File: src/rtl/cdb_pkg.sv
// Shared definitions for the common-data-bus arbiter: source encodings, payload
// layouts and the arbitration pick helper.
package cdb_arbiter_pkg;

   localparam logic CDB_SRC_ALU    = 1'b0;
   localparam logic CDB_SRC_LSB    = 1'b1;
   localparam int   CDB_FIFO_DEPTH = 2;
   localparam int   ROB_ID_W       = 5;

   typedef struct packed {
      logic [31:0]         res;
      logic [ROB_ID_W-1:0] rob_id;
      logic                jump_choice;
      logic [31:0]         pc;
   } alu_pkt_t;

   typedef struct packed {
      logic [31:0]         res;
      logic [ROB_ID_W-1:0] rob_id;
   } lsb_pkt_t;

   // Contention is resolved by prefer_lsb; a lone pending source always wins.
   function automatic logic pick_src(input logic alu_pend, input logic lsb_pend,
                                     input logic prefer_lsb);
      logic src;
      if (alu_pend && lsb_pend) begin
         src = prefer_lsb ? CDB_SRC_LSB : CDB_SRC_ALU;
      end else if (lsb_pend) begin
         src = CDB_SRC_LSB;
      end else begin
         src = CDB_SRC_ALU;
      end
      return src;
   endfunction

endpackage

File: src/rtl/cdb_fifo.sv
// Small synchronous FIFO with flush, used once per result source in front of
// the common data bus. Depth must be a power of two so pointers wrap naturally.
module cdb_fifo #(
   parameter int WIDTH = 37,
   parameter int DEPTH = 2
) (
   input  logic             clk,
   input  logic             rst,
   input  logic             flush,
   input  logic             push,
   input  logic             pop,
   input  logic [WIDTH-1:0] din,
   output logic [WIDTH-1:0] dout,
   output logic             empty,
   output logic             full
);

   localparam int PTR_W = $clog2(DEPTH);
   localparam int CNT_W = PTR_W + 1;

   logic [WIDTH-1:0] mem_r [DEPTH];
   logic [PTR_W-1:0] wr_ptr_r;
   logic [PTR_W-1:0] rd_ptr_r;
   logic [CNT_W-1:0] count_r;
   logic             push_s;
   logic             pop_s;

   assign empty  = (count_r == CNT_W'(0));
   assign full   = (count_r == CNT_W'(DEPTH));
   assign push_s = push && !full && !flush;
   assign pop_s  = pop && !empty && !flush;
   assign dout   = mem_r[rd_ptr_r];

   // Pointer and occupancy tracking; flush empties the FIFO synchronously.
   always_ff @(posedge clk or negedge rst) begin
      if (!rst) begin
         wr_ptr_r <= '0;
         rd_ptr_r <= '0;
         count_r  <= '0;
      end else if (flush) begin
         wr_ptr_r <= '0;
         rd_ptr_r <= '0;
         count_r  <= '0;
      end else begin
         if (push_s) wr_ptr_r <= wr_ptr_r + PTR_W'(1);
         else        wr_ptr_r <= wr_ptr_r;
         if (pop_s)  rd_ptr_r <= rd_ptr_r + PTR_W'(1);
         else        rd_ptr_r <= rd_ptr_r;
         case ({push_s, pop_s})
            2'b10:   count_r <= count_r + CNT_W'(1);
            2'b01:   count_r <= count_r - CNT_W'(1);
            default: count_r <= count_r;
         endcase
      end
   end

   // Entry storage; contents are don't-care while the slot is unoccupied.
   always_ff @(posedge clk) begin
      if (push_s) mem_r[wr_ptr_r] <= din;
   end

endmodule

File: src/rtl/cdb_arbiter.sv
// Common-data-bus arbiter: ALU and LSB results queue in per-source FIFOs and one
// is broadcast per cycle. Define CDB_RR_EN for round-robin, else LSB has priority.
module cdb_arbiter
   import cdb_arbiter_pkg::*;
#(
   parameter int FIFO_DEPTH = CDB_FIFO_DEPTH
) (
   input  logic                clk,
   input  logic                rst,
   input  logic                rdy,
   input  logic                flush,
   input  logic                alu_valid,
   input  logic [31:0]         alu_res,
   input  logic [ROB_ID_W-1:0] alu_rob_id,
   input  logic                alu_jump_choice,
   input  logic [31:0]         alu_pc,
   output logic                alu_ready,
   input  logic                lsb_valid,
   input  logic [31:0]         lsb_res,
   input  logic [ROB_ID_W-1:0] lsb_rob_id,
   output logic                lsb_ready,
   output logic                cdb_valid,
   output logic                cdb_src,
   output logic [31:0]         cdb_res,
   output logic [ROB_ID_W-1:0] cdb_rob_id,
   output logic                cdb_jump_choice,
   output logic [31:0]         cdb_pc
);

   alu_pkt_t alu_din_s, alu_dout_s;
   lsb_pkt_t lsb_din_s, lsb_dout_s;
   logic     alu_empty_s, alu_full_s, lsb_empty_s, lsb_full_s;
   logic     alu_push_s, lsb_push_s, alu_pop_s, lsb_pop_s;
   logic     grant_vld_s, grant_src_s, prefer_lsb_s;

   // Readiness looks only at registered occupancy, never at a same-cycle pop.
   assign alu_ready  = rdy && !alu_full_s;
   assign lsb_ready  = rdy && !lsb_full_s;
   assign alu_push_s = alu_valid && alu_ready && !flush;
   assign lsb_push_s = lsb_valid && lsb_ready && !flush;
   assign alu_din_s  = '{res: alu_res, rob_id: alu_rob_id,
                         jump_choice: alu_jump_choice, pc: alu_pc};
   assign lsb_din_s  = '{res: lsb_res, rob_id: lsb_rob_id};

   cdb_fifo #(.WIDTH($bits(alu_pkt_t)), .DEPTH(FIFO_DEPTH)) u_alu_fifo (
      .clk(clk), .rst(rst), .flush(flush), .push(alu_push_s), .pop(alu_pop_s),
      .din(alu_din_s), .dout(alu_dout_s), .empty(alu_empty_s), .full(alu_full_s)
   );

   cdb_fifo #(.WIDTH($bits(lsb_pkt_t)), .DEPTH(FIFO_DEPTH)) u_lsb_fifo (
      .clk(clk), .rst(rst), .flush(flush), .push(lsb_push_s), .pop(lsb_pop_s),
      .din(lsb_din_s), .dout(lsb_dout_s), .empty(lsb_empty_s), .full(lsb_full_s)
   );

`ifdef CDB_RR_EN
   logic last_grant_r;

   // Remembers the most recent winner so the other source wins the next tie.
   always_ff @(posedge clk or negedge rst) begin
      if (!rst) begin
         last_grant_r <= CDB_SRC_ALU;
      end else if (flush) begin
         last_grant_r <= CDB_SRC_ALU;
      end else if (grant_vld_s) begin
         last_grant_r <= grant_src_s;
      end else begin
         last_grant_r <= last_grant_r;
      end
   end

   assign prefer_lsb_s = (last_grant_r == CDB_SRC_ALU);
`else
   assign prefer_lsb_s = 1'b1;
`endif

   // Grant decision from registered FIFO state.
   always_comb begin
      grant_vld_s = 1'b0;
      grant_src_s = CDB_SRC_ALU;
      if (rdy && !flush && (!alu_empty_s || !lsb_empty_s)) begin
         grant_vld_s = 1'b1;
         grant_src_s = pick_src(!alu_empty_s, !lsb_empty_s, prefer_lsb_s);
      end else begin
         grant_vld_s = 1'b0;
      end
   end

   assign alu_pop_s = grant_vld_s && (grant_src_s == CDB_SRC_ALU);
   assign lsb_pop_s = grant_vld_s && (grant_src_s == CDB_SRC_LSB);

   // Broadcast register; payload holds whenever nothing is granted.
   always_ff @(posedge clk or negedge rst) begin
      if (!rst) begin
         cdb_valid       <= 1'b0;
         cdb_src         <= CDB_SRC_ALU;
         cdb_res         <= 32'd0;
         cdb_rob_id      <= '0;
         cdb_jump_choice <= 1'b0;
         cdb_pc          <= 32'd0;
      end else if (grant_vld_s && (grant_src_s == CDB_SRC_LSB)) begin
         cdb_valid       <= 1'b1;
         cdb_src         <= CDB_SRC_LSB;
         cdb_res         <= lsb_dout_s.res;
         cdb_rob_id      <= lsb_dout_s.rob_id;
         cdb_jump_choice <= 1'b0;
         cdb_pc          <= 32'd0;
      end else if (grant_vld_s) begin
         cdb_valid       <= 1'b1;
         cdb_src         <= CDB_SRC_ALU;
         cdb_res         <= alu_dout_s.res;
         cdb_rob_id      <= alu_dout_s.rob_id;
         cdb_jump_choice <= alu_dout_s.jump_choice;
         cdb_pc          <= alu_dout_s.pc;
      end else begin
         cdb_valid       <= 1'b0;
      end
   end

endmodule

File: config.mk
export PLATFORM = sky130hd
export DESIGN_NAME = cdb_arbiter
export DESIGN_NICKNAME = d
export VERILOG_FILES = /design/src/rtl/cdb_pkg.sv /design/src/rtl/cdb_fifo.sv /design/src/rtl/cdb_arbiter.sv
export SDC_FILE = /design/constraint.sdc
export NUM_CORES = 1
export LEC_CHECK = 0
export BUFFER_PORTS_ARGS = -buffer_cell sky130_fd_sc_hd__buf_2
export CORE_AREA = 2 2 144 146
export CTS_BUF_LIST = sky130_fd_sc_hd__clkbuf_4 sky130_fd_sc_hd__clkbuf_8
export DETAILED_ROUTE_END_ITERATION = 16
export DIE_AREA = 0 0 146 148
export GPL_TIMING_DRIVEN = 0
export PLACE_DENSITY = 0.78
export SLEW_MARGIN = 15
export SYNTH_ARGS = -nofsm -noshare
export SYNTH_HDL_FRONTEND = slang
export SYNTH_SLANG_ARGS = --single-unit
File: constraint.sdc
create_clock -name clk -period 10.7 [get_ports clk]
set_input_delay 2.14 -clock clk [delete_from_list [all_inputs] [get_ports clk]]
set_output_delay 2.14 -clock clk [all_outputs]
set_load 0.05 [all_outputs]
### Word level (Yosys, flattened, before mapping)

Memories as Yosys holds them, arrays and structs flattened.
Cells that the tools add are included.

| word-level totals | value |
|---|---|
| output and inout port bits | 74 |
| logic and storage cells | 95 |
| memory bits (writable) | 214 |
| memories | 2 |
| register bits after elaboration | 80 |

Memories:

| name | depth | width | read ports | clocked after Yosys merged registers in | wr ports | RTL line | text |
|---|---|---|---|---|---|---|---|
| u_alu_fifo.mem_r | 2 | 70 | 1 | 0 | 1 | cdb_fifo.sv:21 | `logic [WIDTH-1:0] mem_r [DEPTH];` |
| u_lsb_fifo.mem_r | 2 | 37 | 1 | 0 | 1 | cdb_fifo.sv:21 |  |

| cells by class | value |
|---|---|
| add/subtract/negate cells | 8 |
| bitwise gates (word level) | 1 |
| eq/ne operators | 6 |
| mux-type cells | 32 |
| reductions and logical operators | 34 |

Operator list:

| kind | count |
|---|---|
| $mux 32 | 4 |
| $mux 1 | 22 |
| $logic_and 1x1->1 | 19 |
| $mux 5 | 2 |
| $reduce_bool 2->1 | 5 |
| $eq 2x2->1 const B | 4 |
| $pmux 2 s2 | 2 |
| $reduce_bool 3->1 | 2 |
| $logic_not 1->1 | 5 |
| $add 1x1->1 const B | 4 |
| $add 2x1->2 const B | 2 |
| $eq 2x1->1 const B | 2 |
| $logic_not 2->1 | 2 |
| $mux 2 | 2 |
| $sub 2x1->2 const B | 2 |
| $logic_or 1x1->1 | 1 |
| $not 1->1 | 1 |

### Depth between registers and ports, before layout

Gate-level depths: netlist of run 1.

| logic depth | value |
|---|---|
| word-level depth | 12 |
| mapped depth | 6 |
| mapped depth without buffers | 3 |

### Modules after synthesis

A second synthesis of run 1 with hierarchy kept.

| second synthesis, totals | value |
|---|---|
| cells, all modules | 667 |
| area total of the unflattened synthesis | 11439.7 um2 |

By module, submodules not included:

| module | area an instance (um2) | seq. area each (um2) | instances | cells an instance |
|---|---|---|---|---|
| cdb_fifo at u_alu_fifo | 5251.3 | 4304.1 | 1 | 243 |
| cdb_arbiter | 3291.9 | 1801.7 | 1 | 283 |
| cdb_fifo at u_lsb_fifo | 2896.5 | 2322.2 | 1 | 141 |

### Worst setup path before layout of run 1

OpenSTA, ideal clock, no wires.

| timing path | value |
|---|---|
| path kind | input -> register |
| start point | input port rdy |
| end point | memory u_alu_fifo.mem_r[0][0] (netlist name) (enable) |
| library setup time | 498 ps |
| slack | 4615 ps |
| stages | 4 |
| arrival time | 5586 ps |
| cells stage by stage | clkbuf_1 > nor2b_1 > nand3_1 > nor2_1 |

| between the ends | value |
|---|---|
| longest elaborated chain between the ends | 7 |

RTL lines:

| element | RTL line | text |
|---|---|---|
| start, declared | cdb_arbiter.sv:10 | `input logic rdy,` |
| $logic_and 1x1->1 | cdb_arbiter.sv:37 | `assign alu_ready = rdy && !alu_full_s;` |
| $logic_and 1x1->1 (2 in a row) | cdb_arbiter.sv:39 | `assign alu_push_s = alu_valid && alu_ready && !flush;` |
| $logic_and 1x1->1 (2 in a row) | cdb_fifo.sv:30 | `assign push_s = push && !full && !flush;` |
| $mux 1 | cdb_fifo.sv:59 | `if (push_s) mem_r[wr_ptr_r] <= din;` |
| $mux 1 (implied by the code) | cdb_fifo.sv:59 |  |
| end, declared | cdb_fifo.sv:21 |  |

No other way between the ends.

### Worst setup path in the final report of run 1

| timing path | value |
|---|---|
| start point | input port rdy |
| end point | output port lsb_ready |

| between the ends | value |
|---|---|
| longest elaborated chain between the ends | 1 |

RTL lines:

| element | RTL line | text |
|---|---|---|
| $logic_and 1x1->1 | cdb_arbiter.sv:38 | `assign lsb_ready = rdy && !lsb_full_s;` |
| end, declared | cdb_arbiter.sv:21 | `output logic lsb_ready,` |

No other way between the ends.

==> results of run 1 <==
-- kinds of logic after synthesis --
group                  synth area share, %
AO/OA/AOI/OAI                        6.880
flip-flops                           77.11
multiplexers                         10.22
buffers and inverters                1.912
XOR/XNOR                           0.08014
AND/OR/NAND/NOR                      3.800
-- power groups by stage --
stage	sequential, mW	combinational [mW]	clock (mW)
after floorplan	1.59	0.113	0
after global placement	1.38	0.462	0
after detailed placement	1.38	0.483	0
after CTS	1.36	0.483	0.969
after global routing	1.37	0.502	1.02
final	1.36	0.479	0.953
-- cell usage in the layout, fill, tap and decap left out, types with 2 or more instances in the layout --
master / n
sky130_fd_sc_hd__inv_1: 4
sky130_fd_sc_hd__clkbuf_4: 11
sky130_fd_sc_hd__diode_2: 3
sky130_fd_sc_hd__buf_2: 208
sky130_fd_sc_hd__nand2_1: 2
sky130_fd_sc_hd__dfrtp_1: 80
sky130_fd_sc_hd__o21ai_0: 3
sky130_fd_sc_hd__edfxtp_1: 214
sky130_fd_sc_hd__a21oi_1: 3
sky130_fd_sc_hd__o2bb2ai_1: 33
sky130_fd_sc_hd__buf_16: 5
sky130_fd_sc_hd__clkinvlp_4: 2
sky130_fd_sc_hd__nor2_1: 4
sky130_fd_sc_hd__mux2_2: 37
sky130_fd_sc_hd__and2_1: 2
sky130_fd_sc_hd__nor2b_1: 2
sky130_fd_sc_hd__a221o_1: 37
sky130_fd_sc_hd__clkbuf_8: 52
sky130_fd_sc_hd__nor3_1: 37
sky130_fd_sc_hd__nand2b_1: 3
sky130_fd_sc_hd__clkbuf_1: 10
sky130_fd_sc_hd__or3_1: 2
sky130_fd_sc_hd__bufinv_16: 2
sky130_fd_sc_hd__a311oi_1: 2
sky130_fd_sc_hd__nand3_1: 5
sky130_fd_sc_hd__buf_6: 3
sky130_fd_sc_hd__mux2i_1: 70
sky130_fd_sc_hd__buf_4: 2
sky130_fd_sc_hd__clkinv_1: 8
sky130_fd_sc_hd__nor2_4: 4
sky130_fd_sc_hd__buf_12: 4
sky130_fd_sc_hd__clkinv_2: 9
-- routing by layer --
metal | wire length, um | vias to the layer above
li1 | - | 2880
met4 | 428 | 0
met1 | 9433 | 3204
met2 | 11910 | 228
met5 | 0 | -
met3 | 1732 | 39
-- stage by stage --
| step | utilization [%] | cell area, sq um | total power [mW] | hold WS [ps] |
|---|---|---|---|---|
| after global routing | 66.86 | 13400 | 2.886 | 497.9 |
| after floorplan | - | 10930 | 1.706 | 493.2 |
| after detailed placement | 62.13 | 12450 | 1.860 | 474.4 |
| after CTS | 66.86 | 13400 | 2.809 | 490.6 |
| after global placement | 60.88 | 12200 | 1.838 | 465.7 |
| final | 66.90 | 13410 | 2.789 | 489.8 |
-- layout make-up --
| cell class | instances | area, sq um | share of cell area, % |
|---|---|---|---|
| clock buffers | 63 | 798.3 | 5.955 |
| flip-flops and latches | 294 | 8428 | 62.87 |
| multi-input cells | 263 | 2323 | 17.33 |
| repair buffers | 195 | 1151 | 8.587 |
| diodes | 3 | 7.507 | 0.05600 |
| well taps | 270 | 337.8 | 2.520 |
| clock inverters | 21 | 150.1 | 1.120 |
| inverters | 4 | 15.01 | 0.1120 |
| plain buffers | 37 | 193.9 | 1.447 |
-- registers in the layout (all words and copies together) (netlist names), 2 cells and up --
register            flops
u_alu_fifo.mem_r      140
cdb_rob_id              5
u_alu_fifo.count_r      2
u_lsb_fifo.count_r      2
u_lsb_fifo.mem_r       74
cdb_pc                 32
cdb_res                32
-- final timing paths --
kind,start,to,slack (ps)
min in group asynchronous,rst,cdb_pc[17],1510
max in group asynchronous,rst,cdb_res[20],8570
worst min-delay path,cdb_pc[16],cdb_pc[16],490
worst min register to register,cdb_pc[16],cdb_pc[16],490
worst max register to register,u_alu_fifo.count_r[0],u_alu_fifo.mem_r[1][53],8600
worst max-delay path,rdy,lsb_ready,5470
==> impl_metrics.csv, run 1 <==
group,metric,value,unit
run_status,outcome,"finished clean",
timing,setup-violations-final,0,
timing,finalWorstPathRequiredPeriod,5232,ps
yosys,syn_area_per_cell,18.28,sq um
timing,timing.fmax,191.2,MHz
setup_path,cp.required,8560,ps
timing,final.setup_skew,10.83,ps
yosys,postSynthNetCount,711,
grt,number_of_global_route_vias_before_repair,6890,
setup_path,cp_num_cells,4,
setup_path,cpMaxStageDelayCell,"sky130_fd_sc_hd__clkbuf_1",
pwr,pwr-share-seq,48.7,%
floorplan,die_height,148,um
yosys,yosysTopAreaCellShare,58.79,%
setup_path,critical_path.most_common_cell,"sky130_fd_sc_hd__buf_2",
min_path,min_delay_worst_type,"register to register",
clock_network,cts_num_sinks,294,
yosys,synthesis.instances,598,
clock_network,resized_cells_post_cts,0,
yosys,yosysMostFrequentCell,"sky130_fd_sc_hd__edfxtp_1",
clock_network,cts_setup_buffers,0,
setup_path,criticalPathCategory,"primary input to output pin",
clock_network,clk_pin_slew,60,ps
grt,grt_start_max_net_pins,57,
placement,dpl_worst_slack,5481,ps
finish,post_route_cells_drive_above_1_share,39.45,%
clock_network,clock_tree.root_cell,"sky130_fd_sc_hd__clkbuf_8",
grt,first_pass_grt_wire_length,36.54,mm
setup_path,worst-r2r-cell-count,6,
clock_network,cts_max_path_buffers,3,
floorplan,placement_rows,52,
pwr,power_density,208.1,nW/um^2
timing,timing.final.max_slew_violations,0,
route,drt_drc_violations_left,0,
pwr,netSwitchingPower,0.8115,mW
yosys,async_reset_ff_share,27.21,%
floorplan,ioPinCount,187,
route,initial_detailed_routing_violation_count,367,
floorplan,die-area,21610,sq um
yosys,yosysWarnings,0,
floorplan,core_area,20040,sq um
yosys,synth_area_leaders,"sky130_fd_sc_hd__edfxtp_1 59%, sky130_fd_sc_hd__dfrtp_1 18%, sky130_fd_sc_hd__mux2i_1 6.4%",
floorplan,die_x,146,um
timing,setup_slack,5469,ps
grt,grt_use_total,21.85,%
setup_path,crit_path_cell_trace,"buf_2 -> clkbuf_1 -> and2_1 -> buf_2",
placement,port_buffers,186,
setup_path,critPathMaxStageDelay,330,ps
placement,hpwlAfterDp,16.02,mm
grt,grt.met2_usage,37.50,%
finish,flow.area_growth_from_synthesis,22.64,%
pwr,power_report.internal_total,1.978,mW
route,postRouteWirelength,23.51,mm
finish,finalNetCount,953,
yosys,edff_count_synth,214,
floorplan,initial_standard_cell_utilization_of_the_core,54.55,%
clock_network,clkLatencyLatePin,540,ps
route,post_drt_wl_per_cell,20.44,um
yosys,synth_top_cell_by_area,"sky130_fd_sc_hd__edfxtp_1",
yosys,post_synth_instance_area,10930,sq um
timing,rsz0062_at_grt,"false",
yosys,synth_top_cells_by_count,"214 x sky130_fd_sc_hd__edfxtp_1, 80 x sky130_fd_sc_hd__dfrtp_1, 70 x sky130_fd_sc_hd__mux2i_1",
yosys,synth-seq-cells,294,
setup_path,path_max_fanout,10,
setup_path,setup.worst_path.end_class,"output pin",
clock_network,cts_htree_levels,2,
yosys,synth.yosys.seq_area_share,77.11,%
setup_path,crit_path_start_kind,"primary input",
job,cap_viol_max_count,0,
pwr,worst_case_vdd_ir_drop,0.0001785,V
grt,overflow,0,
pwr,power_leakage,5.107,nW
grt,top_usage_layer,"met2",
yosys,ys.flop_type,"sky130_fd_sc_hd__edfxtp_1",
route,detail_route.vias_per_cell,5.523,
route,drt_pass_1_iters,4,
clock_network,cts_tree,"done",
clock_network,cts-buffers-inserted,45,
timing,period_share,48.89,%
placement,routabilityCongestion,0.7594,
placement,cell_count_after_placement,1063,
setup_path,crit_family,"buffers and inverters",
setup_path,data_arrival_at_the_endpoint_of_the_critical_path,3090,ps
timing,relSlewSlack,55.07,%
min_path,hold-path-cell-count,1,
finish,filler_cell_count,1452,
grt,antenna_found_initial,3,
timing,worst-slew-pin-transition,674.0,ps
grt,grt_use_met1,27.61,%
timing,setup_tns_final,0,ps
pwr,clkPwrFrac,34.2,%
route,via_total_after_detailed_routing,6351,
timing,hold_viol_final,0,
finish,final_cells,1150,
pwr,power.combinational.fraction,17.2,%
setup_path,critical_path.n_buffers_inverters,3,
pwr,switching_share,29.09,%
grt,gr-usage-met3,5.556,%
yosys,netlist-cell-type-count,39,
route,drtAntennaViolNets,0,
clock_network,hold_buffers,0,
Note: power is estimated with default switching activity, not from simulation.
==> run 2: changes to the inputs <==
--- a/config.mk
+++ b/config.mk
@@ -6,12 +6,12 @@
 export NUM_CORES = 1
 export LEC_CHECK = 0
 export BUFFER_PORTS_ARGS = -buffer_cell sky130_fd_sc_hd__buf_2
-export CORE_AREA = 2 2 144 146
+export CORE_AREA = 2 2 148 150
 export CTS_BUF_LIST = sky130_fd_sc_hd__clkbuf_4 sky130_fd_sc_hd__clkbuf_8
 export DETAILED_ROUTE_END_ITERATION = 16
-export DIE_AREA = 0 0 146 148
+export DIE_AREA = 0 0 150 152
 export GPL_TIMING_DRIVEN = 0
-export PLACE_DENSITY = 0.78
+export PLACE_DENSITY = 0.77
 export SLEW_MARGIN = 15
 export SYNTH_ARGS = -nofsm -noshare
 export SYNTH_HDL_FRONTEND = slang
==> constraint.sdc (replaced) <==
create_clock -name clk -period 4.8 [get_ports clk]
set_input_delay 0.96 -clock clk [delete_from_list [all_inputs] [get_ports clk]]
set_output_delay 0.96 -clock clk [all_outputs]
set_load 0.05 [all_outputs]
==> run 2 against run 1 <==
Effect of this change: via count down 1.4%; core utilization decreased by 4.0 points; total power is 120% higher; cell area rose by 0.18%; critical path type unchanged; largest power group unchanged.
==> impl_metrics.csv, run 2 (synthesized netlist as in run 1, its figures left out) <==
group,metric,value,unit
finish,finalNetCount,955,
timing,period_share,59.35,%
timing,setup-violations-final,0,
clock_network,cts_htree_levels,2,
setup_path,criticalPathCategory,"primary input to output pin",
grt,overflow,0,
setup_path,data_arrival_at_the_endpoint_of_the_critical_path,1890,ps
placement,dpl_cell_area,12450,sq um
pwr,power_leakage,5.120,nW
grt,grt_use_total,20.58,%
clock_network,resized_cells_post_cts,0,
timing,relSlewSlack,53.28,%
timing,worst-slew-pin-transition,699.1,ps
route,initial_detailed_routing_violation_count,249,
grt,antenna_found_initial,6,
floorplan,die_height,152,um
floorplan,die_x,150,um
clock_network,cts_max_path_buffers,3,
placement,cell_count_after_placement,1073,
setup_path,timing.reg2reg.setup_slack,2710,ps
grt,first_pass_grt_wire_length,36.02,mm
clock_network,hold_buffers,0,
finish,ff_latch_area,8428,sq um
timing,timing.final.max_slew_violations,0,
finish,top_register,"u_alu_fifo.mem_r",
placement,hpwlAfterDp,15.12,mm
finish,multi_input_comb_area,2323,sq um
clock_network,cts_num_sinks,294,
floorplan,initial_standard_cell_utilization_of_the_core,51.20,%
timing,finalWorstPathRequiredPeriod,2849,ps
setup_path,endpoint_of_the_worst_register_to_register_path,"u_lsb_fifo.mem_r[1][24]",
pwr,worst_case_vdd_ir_drop,0.0003390,V
floorplan,placement_rows,54,
placement,port_buffers,186,
setup_path,setup.worst_path.end_class,"output pin",
setup_path,worstReg2RegStart,"u_lsb_fifo.count_r[0]",
placement,routabilityCongestion,0.7469,
finish,top_library_cells_by_usage_in_the_layout_fill_and_taps_aside,"214 x sky130_fd_sc_hd__edfxtp_1, 208 x sky130_fd_sc_hd__buf_2, 80 x sky130_fd_sc_hd__dfrtp_1, 70 x sky130_fd_sc_hd__mux2i_1, 55 x sky130_fd_sc_hd__clkbuf_8",
finish,filler_cell_count,1605,
route,post_drt_wl_per_cell,19.92,um
grt,grt_start_max_net_pins,47,
finish,largest_register_ff_count,140,
finish,stdcell_area,13430,sq um
timing,final.setup_skew,28.03,ps
finish,final_cells,1161,
floorplan,die-area,22800,sq um
route,drt_drc_violations_left,0,
clock_network,cts-buffers-inserted,47,
floorplan,core_area,21350,sq um
timing,timing.fmax,351.0,MHz
finish,flow.area_growth_from_synthesis,22.86,%
timing,rsz0062_at_grt,"false",
setup_path,cp.required,3840,ps
finish,mostFrequentLayoutCell,"sky130_fd_sc_hd__edfxtp_1",
route,drtAntennaViolNets,0,
route,drt_pass_1_iters,5,
route,postRouteWirelength,23.12,mm
clock_network,cts_setup_buffers,0,
job,cap_viol_max_count,0,
floorplan,ioPinCount,187,
pwr,power_density,464.6,nW/um^2
setup_path,path_max_fanout,10,
route,via_total_after_detailed_routing,6259,
clock_network,clkLatencyLatePin,550,ps
route,detail_route.vias_per_cell,5.391,
finish,biggestRegsByFlops,"u_alu_fifo.mem_r: 140 flops, u_lsb_fifo.mem_r: 74 flops",
clock_network,clk_pin_slew,60,ps
setup_path,crit_path_start_kind,"primary input",
clock_network,cts_tree,"done",
clock_network,clock_tree.root_cell,"sky130_fd_sc_hd__clkbuf_8",
run_status,outcome,"finished clean",
min_path,min_delay_worst_type,"primary input to asynchronous set/reset pin",
setup_path,worst-r2r-cell-count,4,
grt,number_of_global_route_vias_before_repair,6669,
finish,post_route_cells_drive_above_1_share,39.91,%
timing,hold_viol_final,0,
run 2: cell count changes in the layout (fill, tap and decap cells not counted):
cell and delta:
sky130_fd_sc_hd__clkbuf_4 +5, sky130_fd_sc_hd__clkinv_1 -4, sky130_fd_sc_hd__clkbuf_8 +3, sky130_fd_sc_hd__clkinv_2 -2
sky130_fd_sc_hd__buf_12 +1, sky130_fd_sc_hd__buf_16 -1, sky130_fd_sc_hd__bufinv_16 -1, sky130_fd_sc_hd__clkinvlp_4 -1
sky130_fd_sc_hd__diode_2 +1
run 2: worst max-delay path by stage:
stage          startpoint                      end  slack, ps  depth (start not counted)
2_1_floorplan         rdy   u_alu_fifo.mem_r[0][0]       -100                          4
3_3_place_gp          rdy  u_alu_fifo.mem_r[1][35]      -2530                          5
3_5_place_dp          rdy  u_lsb_fifo.mem_r[1][14]       1780                          6
4_1_cts               rdy                alu_ready       1960                          4
5_1_grt               rdy                alu_ready       1870                          4
6_report              rdy                alu_ready       1950                          4
run 2: area by class of cell:
| type | count | share of cell area [%] |
|---|---|---|
| timing repair buffer | 195 | 8.516 |
| clock inverter | 13 | 0.6522 |
| sequential | 294 | 62.76 |
| multi-input combinational | 263 | 17.30 |
| clock buffer | 71 | 6.531 |
| inverter | 4 | 0.1118 |
| antenna | 4 | 0.07454 |
| tap | 280 | 2.609 |
| buffer | 37 | 1.444 |
run 2: worst max-delay path, stage by stage:
cell	delay, ps
sky130_fd_sc_hd__buf_2	150
sky130_fd_sc_hd__clkbuf_1	310
sky130_fd_sc_hd__and2_1	190
sky130_fd_sc_hd__buf_2	280
run 2: where the power goes:
part / switching [mW] / internal [mW] / total [mW]
clock: 0.937 / 1.22 / 2.16
sequential: 0.104 / 2.92 / 3.02
combinational: 0.759 / 0.301 / 1.06
run 2: metrics by stage:
step                util, %  setup WS, ps  TNS [ps]  hold WS, ps  power [mW]
detailed placement    58.33          1781         0        473.1       4.135
CTS                   62.85          1961         0        450.6       6.293
global route          62.88          1869         0        487.0       6.470
floorplan                 -        -104.7    -14660        493.2       3.804
global placement      57.20         -2534   -355470        466.1       4.103
finish                62.90          1951         0        459.5       6.240
run 2: layer usage:
layer,vias to the layer above,routed length (um),track usage (%)
met3,40,1809,6.006
met2,233,11300,33.18
met1,3093,9589,27.54
li1,2889,-,-
met5,-,27,0
met4,4,398,5.615
